<file path="src/rtl/mult_div_pkg.sv">
// Shared definitions for the multicycle multiply/divide unit and the control unit that drives it.
package mult_div_pkg;
    localparam int MD_WIDTH = 32;
    localparam int MD_ITER  = 32;

    localparam logic OP_MULT = 1'b0;
    localparam logic OP_DIV  = 1'b1;

    typedef enum logic [1:0] {
        IDLE,
        MULT,
        DIV
    } md_state_t;
endpackage

</file>
<file path="src/rtl/md_step.sv">
// One iteration of the shared datapath: a radix-2 Booth step for MULT, a restoring trial subtract for DIV.
module md_step
    import mult_div_pkg::*;
#(
    parameter int WIDTH = MD_WIDTH
) (
    input  logic                    op,
    input  logic signed [WIDTH:0]   hi_in,
    input  logic        [WIDTH-1:0] lo_in,
    input  logic                    q_in,
    input  logic signed [WIDTH:0]   operand,
    output logic signed [WIDTH:0]   hi_out,
    output logic        [WIDTH-1:0] lo_out,
    output logic                    q_out
);
    logic signed [WIDTH+1:0] sum;
    logic        [WIDTH+1:0] shifted;

    always_comb begin
        sum     = '0;
        shifted = '0;
        hi_out  = hi_in;
        lo_out  = lo_in;
        q_out   = q_in;
        if (op == OP_MULT) begin
            // The sum is kept one bit wider so subtracting -2^WIDTH-1 cannot overflow before the shift.
            case ({lo_in[0], q_in})
                2'b01:   sum = {hi_in[WIDTH], hi_in} + {operand[WIDTH], operand};
                2'b10:   sum = {hi_in[WIDTH], hi_in} - {operand[WIDTH], operand};
                default: sum = {hi_in[WIDTH], hi_in};
            endcase
            hi_out = sum[WIDTH+1:1];
            lo_out = {sum[0], lo_in[WIDTH-1:1]};
            q_out  = lo_in[0];
        end else begin
            shifted = {1'b0, hi_in[WIDTH-1:0], lo_in[WIDTH-1]};
            sum     = shifted - {1'b0, operand};
            hi_out  = sum[WIDTH+1] ? shifted[WIDTH:0] : sum[WIDTH:0];
            lo_out  = {lo_in[WIDTH-2:0], ~sum[WIDTH+1]};
        end
    end
endmodule

</file>
<file path="src/rtl/mult_div_unit.sv">
// Multicycle signed MULT/DIV unit with architectural HI/LO; fixed 32-iteration latency, DIV0 flagged without iterating.
module mult_div_unit
    import mult_div_pkg::*;
#(
    parameter int WIDTH = MD_WIDTH
) (
    input  logic             clk,
    input  logic             reset_in,
    input  logic             start,
    input  logic             op,
    input  logic [WIDTH-1:0] a,
    input  logic [WIDTH-1:0] b,
    input  logic             hilo_write,
    output logic             busy,
    output logic             done,
    output logic             div0,
    output logic [WIDTH-1:0] hi,
    output logic [WIDTH-1:0] lo
);
    localparam int CNT_W = $clog2(MD_ITER);

    function automatic logic [WIDTH-1:0] mag(input logic signed [WIDTH-1:0] v);
        return v[WIDTH-1] ? -v : v;
    endfunction

    function automatic logic [WIDTH-1:0] cond_neg(input logic neg, input logic [WIDTH-1:0] v);
        return neg ? -v : v;
    endfunction

    md_state_t               state;
    logic        [CNT_W-1:0] count;
    logic                    op_r;
    logic                    a_neg;
    logic                    b_neg;
    logic signed [WIDTH:0]   operand_r;
    logic signed [WIDTH:0]   acc_hi;
    logic        [WIDTH-1:0] acc_lo;
    logic                    acc_q;
    logic        [WIDTH-1:0] staging_hi;
    logic        [WIDTH-1:0] staging_lo;

    logic signed [WIDTH:0]   nxt_hi;
    logic        [WIDTH-1:0] nxt_lo;
    logic                    nxt_q;
    logic        [WIDTH-1:0] res_hi;
    logic        [WIDTH-1:0] res_lo;

    md_step #(.WIDTH(WIDTH)) u_step (
        .op      (op_r),
        .hi_in   (acc_hi),
        .lo_in   (acc_lo),
        .q_in    (acc_q),
        .operand (operand_r),
        .hi_out  (nxt_hi),
        .lo_out  (nxt_lo),
        .q_out   (nxt_q)
    );

    // Division runs on magnitudes; the quotient and remainder signs are restored on the final step.
    always_comb begin
        res_hi = nxt_hi[WIDTH-1:0];
        res_lo = nxt_lo;
        if (op_r == OP_DIV) begin
            res_lo = cond_neg(a_neg ^ b_neg, nxt_lo);
            res_hi = cond_neg(a_neg, nxt_hi[WIDTH-1:0]);
        end
    end

    always_ff @(posedge clk) begin
        if (!reset_in) begin
            state      <= IDLE;
            count      <= '0;
            op_r       <= OP_MULT;
            a_neg      <= 1'b0;
            b_neg      <= 1'b0;
            operand_r  <= '0;
            acc_hi     <= '0;
            acc_lo     <= '0;
            acc_q      <= 1'b0;
            staging_hi <= '0;
            staging_lo <= '0;
            busy       <= 1'b0;
            done       <= 1'b0;
            div0       <= 1'b0;
        end else begin
            done <= 1'b0;
            div0 <= 1'b0;
            case (state)
                IDLE: begin
                    if (start) begin
                        op_r   <= op;
                        a_neg  <= a[WIDTH-1];
                        b_neg  <= b[WIDTH-1];
                        count  <= CNT_W'(MD_ITER - 1);
                        acc_hi <= '0;
                        acc_q  <= 1'b0;
                        if (op == OP_MULT) begin
                            acc_lo    <= b;
                            operand_r <= {a[WIDTH-1], a};
                            state     <= MULT;
                            busy      <= 1'b1;
                        end else if (b == '0) begin
                            done <= 1'b1;
                            div0 <= 1'b1;
                        end else begin
                            acc_lo    <= mag(a);
                            operand_r <= {1'b0, mag(b)};
                            state     <= DIV;
                            busy      <= 1'b1;
                        end
                    end
                end
                MULT, DIV: begin
                    acc_hi <= nxt_hi;
                    acc_lo <= nxt_lo;
                    acc_q  <= nxt_q;
                    if (count == '0) begin
                        staging_hi <= res_hi;
                        staging_lo <= res_lo;
                        state      <= IDLE;
                        busy       <= 1'b0;
                        done       <= 1'b1;
                    end else begin
                        count <= count - 1'b1;
                    end
                end
                default: state <= IDLE;
            endcase
        end
    end

    // Staging already holds the fresh result in the done cycle, so a same-cycle write commits it.
    always_ff @(posedge clk) begin
        if (!reset_in) begin
            hi <= '0;
            lo <= '0;
        end else if (hilo_write) begin
            hi <= staging_hi;
            lo <= staging_lo;
        end
    end
endmodule

</file>
<file path="config.mk">
export PLATFORM = sky130hd
export DESIGN_NAME = mult_div_unit
export DESIGN_NICKNAME = d
export VERILOG_FILES = /design/src/rtl/mult_div_pkg.sv /design/src/rtl/md_step.sv /design/src/rtl/mult_div_unit.sv
export SDC_FILE = /design/constraint.sdc
export NUM_CORES = 1
export LEC_CHECK = 0
export BUFFER_PORTS_ARGS = -buffer_cell sky130_fd_sc_hd__buf_2
export CAP_MARGIN = 5
export CORE_MARGIN = 5
export CORE_UTILIZATION = 45
export DETAILED_ROUTE_END_ITERATION = 8
export HOLD_SLACK_MARGIN = 0.08
export MAX_ROUTING_LAYER = met4
export PLACE_DENSITY = 0.7
export SYNTH_ARGS = -nofsm -noshare
export SYNTH_HDL_FRONTEND = slang
export SYNTH_SLANG_ARGS = --single-unit
</file>
<file path="constraint.sdc">
create_clock -name clk -period 4.9 [get_ports clk]
set_input_delay 0.49 -clock clk [delete_from_list [all_inputs] [get_ports clk]]
set_output_delay 0.49 -clock clk [all_outputs]
set_load 0.03 [all_outputs]
</file>
==> out/results.txt, run 1 <==
Top post-synthesis cells by area - dfxtp_1 26%, nor2_1 6.5%, nand2_1 5.3%, a21oi_1 5.2%, ha_1 5.1%
DIE HEIGHT - 211.4 µm
Worst min-delay path class - input port to flip-flop
Syn nets - 2577
Reg clk slew, reported paths - 0.06 ns
Psw - 0.003117 W
Drt drc - 0
Leading area contributor after synthesis - dfxtp_1
CP required - 5.36 ns
Critical path data arrival time - 5.81 ns
Area taken by multi-input logic gates - 0.01305 mm²
Synth cell count leaders - 317 x nor2_1, 259 x nand2_1, 240 x dfxtp_1
CP Max Fanout - 5
Synth-to-Final Area Change - 26.46%
Worst vdd ir - 331.0 µV
Inserted Clock Buffers - 28
Antenna-violating nets left - 0
Max Freq - 186.9 MHz
Status - finished, violations left
Share of total power in the clock network - 28.1%
Port Buffer Count - 135
Starting Density - 45.74%
Final Hold Vio Count - 0
Worst-Margin Slew - 1.203 ns
DP HPWL - 54910 µm
Synth Instances - 2431
Nets - 2917
Top-area cell type share of the netlist area - 26.31%
CP bufs+invs - 4
Chip Width - 211.4 µm
Clock tree from TritonCTS - built
Post-CTS Hold Fix Bufs - 0
Global-route wire length before repair - 110100 µm
Io pins - 136
Slowest CP cell - or4_4
Slew headroom - 19.48%
Slack of the critical path - -0.4491 ns
Avg Cell Area, Syn - 7.511 µm²
Clock Skew - 0.04069 ns
RSZ-0062 raised after global routing - true
Post-placement setup slack - -0.4813 ns
Vias - 20170
Synth Flop Type - dfxtp_1
Number of diodes - 0
Fin crit period - 5.349 ns
Power per cell area - 347.4 mW/mm²
Die ar. - 0.04470 mm²
Seq/Total Area, Yosys - 26.31%
Fillers - 3701
Post-synthesis sequential element count - 240
Slew Limit Fails - 0
Switching fraction of total power - 38.86%
Max-cap viol count - 0
Worst skew pair latency - 0.60 ns
Initial antenna violation count - 0
Initial drt markers - 2156
Crit Path Category - flip-flop to flip-flop
Initial DRT Pass Iterations - 6
Vias in the first global route - 19300
CP Launch Type - flip-flop
Critical path's largest stage delay - 0.47 ns
# setup viols final - 12
Area post-placement - 0.02135 mm²
CTS Buffer Depth - 3
Post-synth ARST share - 0%
Placed cells - 3235
Pin count of the biggest net entering global routing - 173
Drt wl/cell - 21.68 µm
Finished Layout Cells - 3315
Root buf cell - clkbuf_16
Synth Cell Area - 0.01826 mm²
Sequential Power Share - 27.2%
Share of layout cells above drive strength 1 - 23.62%
Yosys cell types - 88
Via/cell ratio - 6.084
Synth warnings - 0
CTS sink cnt - 240
Critical Path End Type - flip-flop
Total grt overflow - 0
Final instance area - 0.02309 mm²
H-Tree Depth - 1
Combinational power share - 44.6%
Std cell rows - 73
Core area - 0.03991 mm²
Failing checks - setup timing
Placer Congestion - 1.054
Sequential cell area - 0.004815 mm²
Post-synth EDFFs - 0
P_leak - 9.766 nW
Crit path max-delay family - simple AND/OR/NAND/NOR gates
CP cell instances - nor4_4 > and4_4 > nand2_2 > or4_4 > nor3b_4 > nor2_1 > xnor2_1 > ha_2 > buf_6 > a21o_1 > a221oi_2 > o21ai_1 > a211oi_4 > o221ai_2 > buf_4 > buf_4 > buf_6 > or3_4 > o41ai_4 > xor2_1 > a211oi_1 > a21o_1
GRT Total Usage - 31.67%
Fin crit share - 109.2%
Top-count cell post-synth - nor2_1
Pint - 0.004905 W
Final WL - 71880 µm
## cell families (layout without fill, tap and decap cells)
logic type / count (synthesis) / count (layout) / share of synthesized area (%)
xor gates and xnor gates: 174 / 174 / 8.346
buffers and inverters: 236 / 595 / 5.153
adders and majority gates: 77 / 77 / 5.359
and+or+nand+nor: 856 / 856 / 21.14
AOI/OAI and AO/OA: 742 / 742 / 27.76
muxes: 106 / 106 / 5.927
DFF: 240 / 240 / 26.31
## area by class of cell
class | count | share of cell area [%]
clock inverter | 12 | 0.8995
inverter | 77 | 1.273
sequential | 240 | 20.85
timing repair buffer | 469 | 14.21
clock buffer | 37 | 3.403
multi-input combinational | 1955 | 56.52
tap | 525 | 2.845
## routing by layer
metal | vias up | global-route usage [%] | share of wire (%)
met1 | 9570 | 39.25 | 41
met5 | - | - | 0
met4 | 0 | 15.15 | 6.1
met3 | 211 | 4.357 | 7.3
li1 | 9522 | - | -
met2 | 866 | 51.09 | 46
## tightest hold or removal path, stage by stage
cell and delay (ns):
buf_2 0.12, o211ai_1 0.08, a21oi_1 0.11
## metrics by stage
stage	util, %	power (W)	TNS [ns]	hold slack (ns)
2_1_floorplan	-	0.004106	-0.02654	0.4248
3_3_place_gp	53.50	0.005412	-1.897	0.4433
3_5_place_dp	53.50	0.005451	-3.110	0.4430
4_1_cts	57.16	0.007862	-1.425	0.2402
5_1_grt	57.85	0.008375	-6.268	0.2725
6_report	57.85	0.008022	-2.798	0.2508
## worst paths after layout
| kind | depth (start not counted) | from | to | slack (ns) |
|---|---|---|---|---|
| setup / recovery | 22 | operand_r[6] | staging_hi[23] | -0.45 |
| hold / removal | 3 | a[5] | operand_r[5] | 0.25 |
| setup reg to reg | 22 | operand_r[6] | staging_hi[23] | -0.45 |
| hold reg to reg | 2 | staging_hi[2] | staging_hi[2] | 0.45 |
## power groups by stage
stage	combinational (W)	clock [W]	sequential [W]
3_5_place_dp	0.00323	0	0.00222
3_3_place_gp	0.00319	0	0.00222
6_report	0.00358	0.00226	0.00219
5_1_grt	0.00382	0.00236	0.00220
4_1_cts	0.00340	0.00228	0.00218
2_1_floorplan	0.00190	0	0.00221
## what timing repair did
action                     4_1_cts  5_1_grt
pin swaps                       50       24
resized for setup               67       57
buffers inserted                23        9
gates cloned                     0        0
setup endpoints to repair       17       29
## registers in the layout, indices dropped and copies added, names as in the netlist
register and count:
hi 32, a_neg 1, state 2, count 5, acc_lo 32, lo 32, div0 1, b_neg 1
acc_hi 33, busy 1, done 1, staging_lo 32, acc_q 1, op_r 1, operand_r 33, staging_hi 32
## cells in the final DEF (no fill, tap or decap), types with 10 or more instances in the layout
master	n
a211oi_1	77
a21o_1	32
a21oi_1	172
a21oi_2	14
a22oi_1	25
a311oi_1	12
a31oi_1	27
and2_1	17
and3_1	12
buf_2	133
buf_4	323
clkbuf_16	29
dfxtp_1	236
ha_1	71
inv_1	72
mux2_2	16
mux2i_1	89
nand2_1	254
nand2b_1	18
nand3_1	36
nand4_1	24
nor2_1	308
nor2b_1	10
nor3_1	62
o211a_1	13
o211ai_1	57
o21a_1	14
o21ai_0	117
o21ai_1	12
o31ai_1	26
o41ai_1	10
or2_2	10
or3_1	27
or4_1	12
xnor2_1	69
xor2_1	104
Power figures use the tool's default switching activity.
==> run 2: changes to the inputs <==
- PLACE_DENSITY: 0.7 -> 0.68
- clock period: 4.9 -> 6.9 ns (I/O delays scaled with it)
==> run 2 against run 1 <==
Compared with the run above:
- the run now ends clean
- sequential power is 28% lower
- die area stayed put
- flip-flop and latch count stayed put
- setup slack better by 1.2 ns
==> out/results.txt, run 2 (synthesis results as in run 1) <==
Status - finished, final reports clean
Nets - 2617
Placer Congestion - 0.9832
Global-route wire length before repair - 103200 µm
Initial DRT Pass Iterations - 5
Post-placement setup slack - 0.9429 ns
DP HPWL - 50550 µm
Vias - 18650
Final WL - 66600 µm
Std cell rows - 73
Hold Path Stages - 2
Slew Limit Fails - 0
Crit Reg-Reg Endpoint - staging_hi[28]
CP Max Fanout - 9
Critical Path End Type - flip-flop
CP required - 7.40 ns
Chip Width - 211.4 µm
Total grt overflow - 0
Clock Skew - 0.01163 ns
Commonest cells after routing, fill and taps aside - 316 x nor2_1, 259 x nand2_1, 239 x dfxtp_1
Max-cap viol count - 0
Root buf cell - clkbuf_16
Via/cell ratio - 6.180
Area taken by multi-input logic gates - 0.01252 mm²
Fin crit period - 6.162 ns
DIE HEIGHT - 211.4 µm
Power per cell area - 251.0 mW/mm²
H-Tree Depth - 1
RSZ-0062 raised after global routing - false
Commonest non-fill, non-tap cell in the layout - nor2_1
Clock tree from TritonCTS - built
Pin count of the biggest net entering global routing - 81
Critical path data arrival time - 6.66 ns
Vias in the first global route - 17680
Reg clk slew, reported paths - 0.07 ns
Fillers - 3945
Worst min-delay path class - flip-flop to flip-flop
P_leak - 8.154 nW
Max Freq - 162.3 MHz
Drt drc - 0
Slack of the critical path - 0.7384 ns
Post-cts resize count - 0
Synth-to-Final Area Change - 10.61%
CTS Buffer Depth - 3
Crit Path Category - flip-flop to flip-flop
Crit Reg-Reg Startpoint - operand_r[6]
Starting Density - 45.74%
Final Hold Vio Count - 0
Io pins - 136
Drt wl/cell - 22.07 µm
Post-CTS Setup Inserts - 0
Share of layout cells above drive strength 1 - 11.08%
Worst skew pair latency - 0.57 ns
Worst-Margin Slew - 1.336 ns
Reg2Reg Depth - 21
CP Launch Type - flip-flop
Sequential cell area - 0.004808 mm²
# setup viols final - 0
Initial antenna violation count - 0
Die ar. - 0.04470 mm²
R2r setup slk - 0.74 ns
Antenna-violating nets left - 0
Core area - 0.03991 mm²
Setup TNS - 0 ns
Biggest regs - acc_hi (33), operand_r (33)
Initial drt markers - 1689
Inserted Clock Buffers - 27
Fin crit share - 89.30%
CTS sink cnt - 240
Hold path endpoint - staging_hi[12]
Post-CTS Hold Fix Bufs - 0
Slew headroom - 10.61%
Worst vdd ir - 245.9 µV
GRT Total Usage - 29.63%
Hold Crit Start - staging_hi[12]
Port Buffer Count - 135
==> run 2: how the worst max path moves through the flow <==
stage | from | to | slack, ns | depth (start not counted)
after floorplan | operand_r[6] | staging_hi[30] | 1.60 | 20
after global placement | operand_r[6] | staging_hi[28] | 0.97 | 20
after detailed placement | operand_r[6] | staging_hi[28] | 0.94 | 21
after CTS | operand_r[6] | staging_hi[28] | 0.93 | 19
after global routing | operand_r[6] | staging_hi[28] | 0.32 | 20
final | operand_r[6] | staging_hi[28] | 0.74 | 21
==> run 2: layer usage <==
metal	global-route usage (%)	part of all wire, %	up-vias
met5	-	0	-
met4	9.640	4.1	0
met3	3.171	6.2	123
met2	49.60	48	712
met1	37.64	42	8908
li1	-	-	8909
==> run 2: power by group <==
group / total [W] / switching (W) / internal (W)
registers: 0.00158 / 0.000109 / 0.00147
logic: 0.00191 / 0.00126 / 0.000652
clock network: 0.00159 / 0.000639 / 0.000948
==> run 2: critical path, cell delays in order (launching register included) <==
cell,delay (ns)
dfxtp_1,0.34
nor4_1,0.68
and4_1,0.34
nand2_1,0.09
or4_1,0.45
nor4b_1,0.30
buf_4,0.19
nor2_1,0.05
xnor2_1,0.15
ha_1,0.46
nand2_1,0.15
o21ai_0,0.28
nor2_1,0.11
a31oi_1,0.22
xor2_1,0.08
o21ai_0,0.33
o221ai_1,0.34
nor3_1,0.42
nand4_1,0.31
o21ai_0,0.26
mux2_2,0.36
a31oi_1,0.16
==> run 2: layout make-up <==
type	instances	area share (%)
multi-input combinational	1955	61.97
sequential	240	23.81
timing repair buffer	170	4.671
clock buffer	33	3.606
tap	525	3.253
inverter	77	1.456
clock inverter	17	1.220
antenna	1	0.01239
==> run 2: per-stage QoR <==
stage / power (W) / hold slack [ns] / utilization [%] / instances / cell area, µm²
2_1_floorplan: 0.002907 / 0.4248 / - / 2431 / 18260
3_3_place_gp: 0.003451 / 0.4471 / 48.15 / 2967 / 19220
3_5_place_dp: 0.003471 / 0.4474 / 48.15 / 2967 / 19220
4_1_cts: 0.005053 / 0.4403 / 50.59 / 3017 / 20190
5_1_grt: 0.005319 / 0.4767 / 50.59 / 3017 / 20190
6_report: 0.005070 / 0.4535 / 50.60 / 3018 / 20200
==> run 3: changes to the inputs <==
- PLACE_DENSITY: 0.68 -> not set
- PLACE_DENSITY_LB_ADDON: not set -> 0.3
==> run 3 against run 2 <==
Compared with the run above:
- global-route usage down 0.080 points
- fmax decreased by 1.1%
- clock power shrank 9%
- power fell by 2.8%
- largest power group unchanged
- register-to-register slack worse by 0.07 ns
- die area unchanged
- core utilization decreased by 0.22 points
- critical path type unchanged
==> out/results.txt, run 3 (synthesis results as in run 1) <==
Worst vdd ir - 184.4 µV
Final WL - 66820 µm
Inserted Clock Buffers - 26
CTS sink cnt - 240
Pin count of the biggest net entering global routing - 110
Biggest regs - acc_hi (33), operand_r (33)
Slew Limit Fails - 0
Global-route wire length before repair - 102700 µm
Crit Reg-Reg Startpoint - operand_r[6]
CP required - 7.39 ns
CTS Buffer Depth - 3
Final Hold Vio Count - 0
Via/cell ratio - 6.156
CP Launch Type - flip-flop
Share of layout cells above drive strength 1 - 11.00%
Fillers - 3929
Initial DRT Pass Iterations - 6
Placed cells - 2968
Commonest cells after routing, fill and taps aside - 316 x nor2_1, 258 x nand2_1, 238 x dfxtp_1
Hold Path Stages - 2
Nets - 2617
Setup TNS - 0 ns
Post-cts resize count - 0
Worst skew pair latency - 0.58 ns
Io pins - 136
Max Freq - 160.5 MHz
Chip Width - 211.4 µm
Crit Reg-Reg Endpoint - staging_hi[28]
Slew headroom - 18.17%
Antenna-violating nets left - 0
Commonest non-fill, non-tap cell in the layout - nor2_1
GRT Total Usage - 29.55%
CP Max Fanout - 8
Initial antenna violation count - 0
Critical Path End Type - flip-flop
Max-cap viol count - 0
Finished Layout Cells - 3017
Clock tree from TritonCTS - built
Worst min-delay path class - flip-flop to flip-flop
Port Buffer Count - 135
Fin crit period - 6.229 ns
Status - finished, final reports clean
Reg clk slew, reported paths - 0.06 ns
Fin crit share - 90.28%
H-Tree Depth - 1
Placer Congestion - 0.9918
Tot Pwr - 0.004930 W
Vias - 18570
DP HPWL - 50580 µm
Die ar. - 0.04470 mm²
Post-CTS Hold Fix Bufs - 0
Drt drc - 0
Clock Skew - 0.02630 ns
Starting Density - 45.74%
Std cell rows - 73
Vias in the first global route - 17460
R2r setup slk - 0.67 ns
# setup viols final - 0
RSZ-0062 raised after global routing - false
Post-CTS Setup Inserts - 0
Hold Crit Start - staging_lo[30]
Power per cell area - 245.2 mW/mm²
Initial drt markers - 1718
Crit Path Category - flip-flop to flip-flop
Reg2Reg Depth - 19
Hold path endpoint - staging_lo[30]
Area post-placement - 0.01923 mm²
DIE HEIGHT - 211.4 µm
Drt wl/cell - 22.15 µm
Critical path data arrival time - 6.71 ns
Total grt overflow - 0
Worst-Margin Slew - 1.223 ns
P_leak - 8.114 nW
Root buf cell - clkbuf_16
Synth-to-Final Area Change - 10.12%
Core area - 0.03991 mm²
Final instance area - 0.02011 mm²
-- run 3: cell count changes in the layout (fill, tap and decap cells not counted), sizes merged --
cell | previous run | this run
buf | 170 | 171
clkinv | 7 | 10
bufinv | 5 | 2
clkbuf | 33 | 35
inv | 78 | 76
clkinvlp | 4 | 2
-- run 3: worst max path at each step --
stage / start / endpoint
final: operand_r[6] / staging_hi[28]
after global routing: operand_r[6] / staging_hi[28]
after floorplan: operand_r[6] / staging_hi[30]
after CTS: operand_r[6] / staging_hi[28]
after global placement: operand_r[6] / staging_hi[28]
after detailed placement: operand_r[6] / staging_hi[28]
-- run 3: layout make-up --
type                    instances  area [µm²]  share of cell area (%)
diodes                          1       2.502                 0.01245
clock buffers                  35       714.4                   3.553
clock inverters                13       160.2                  0.7965
inverters                      77       294.0                   1.462
multi-input cells            1955       12520                   62.26
flip-flops and latches        240        4810                   23.92
well taps                     525       656.9                   3.267
repair buffers                171       950.9                   4.729
-- run 3: per-stage QoR --
step | setup slack (ns) | hold slack (ns) | util [%]
after global placement | 0.9506 | 0.4472 | 48.18
after detailed placement | 0.8808 | 0.4488 | 48.18
after CTS | 0.8319 | 0.4383 | 50.37
final | 0.6709 | 0.4546 | 50.37
after global routing | 0.2337 | 0.4596 | 50.37
after floorplan | 1.597 | 0.4248 | -
-- run 3: worst max-delay path: stages, from the launching register on --
cell	delay, ns
dfxtp_1	0.34
nor4_1	0.74
and4_1	0.35
nand2_1	0.09
or4_1	0.45
nor3b_1	0.35
nor2_1	0.09
xnor2_1	0.15
ha_1	0.46
nand2_1	0.19
nor2_1	0.19
nand3_1	0.11
o2111a_1	0.26
a211oi_1	0.42
o221ai_1	0.35
nor3_1	0.46
nand4_1	0.34
o21ai_0	0.26
mux2_2	0.35
a31oi_1	0.15
-- run 3: where the power goes --
group,internal (W),switching [W]
Combinational,0.000655,0.00125
Sequential,0.00147,0.000115
Clock,0.000813,0.000626
Total,0.00293,0.00200
-- run 3: routing by layer --
layer | track usage, % | wire (µm) | vias up
met2 | 48.54 | 31620 | 694
li1 | - | - | 8928
met1 | 38.54 | 28480 | 8850
met3 | 3.097 | 4414 | 101
met5 | - | 0 | -
met4 | 9.129 | 2313 | 0
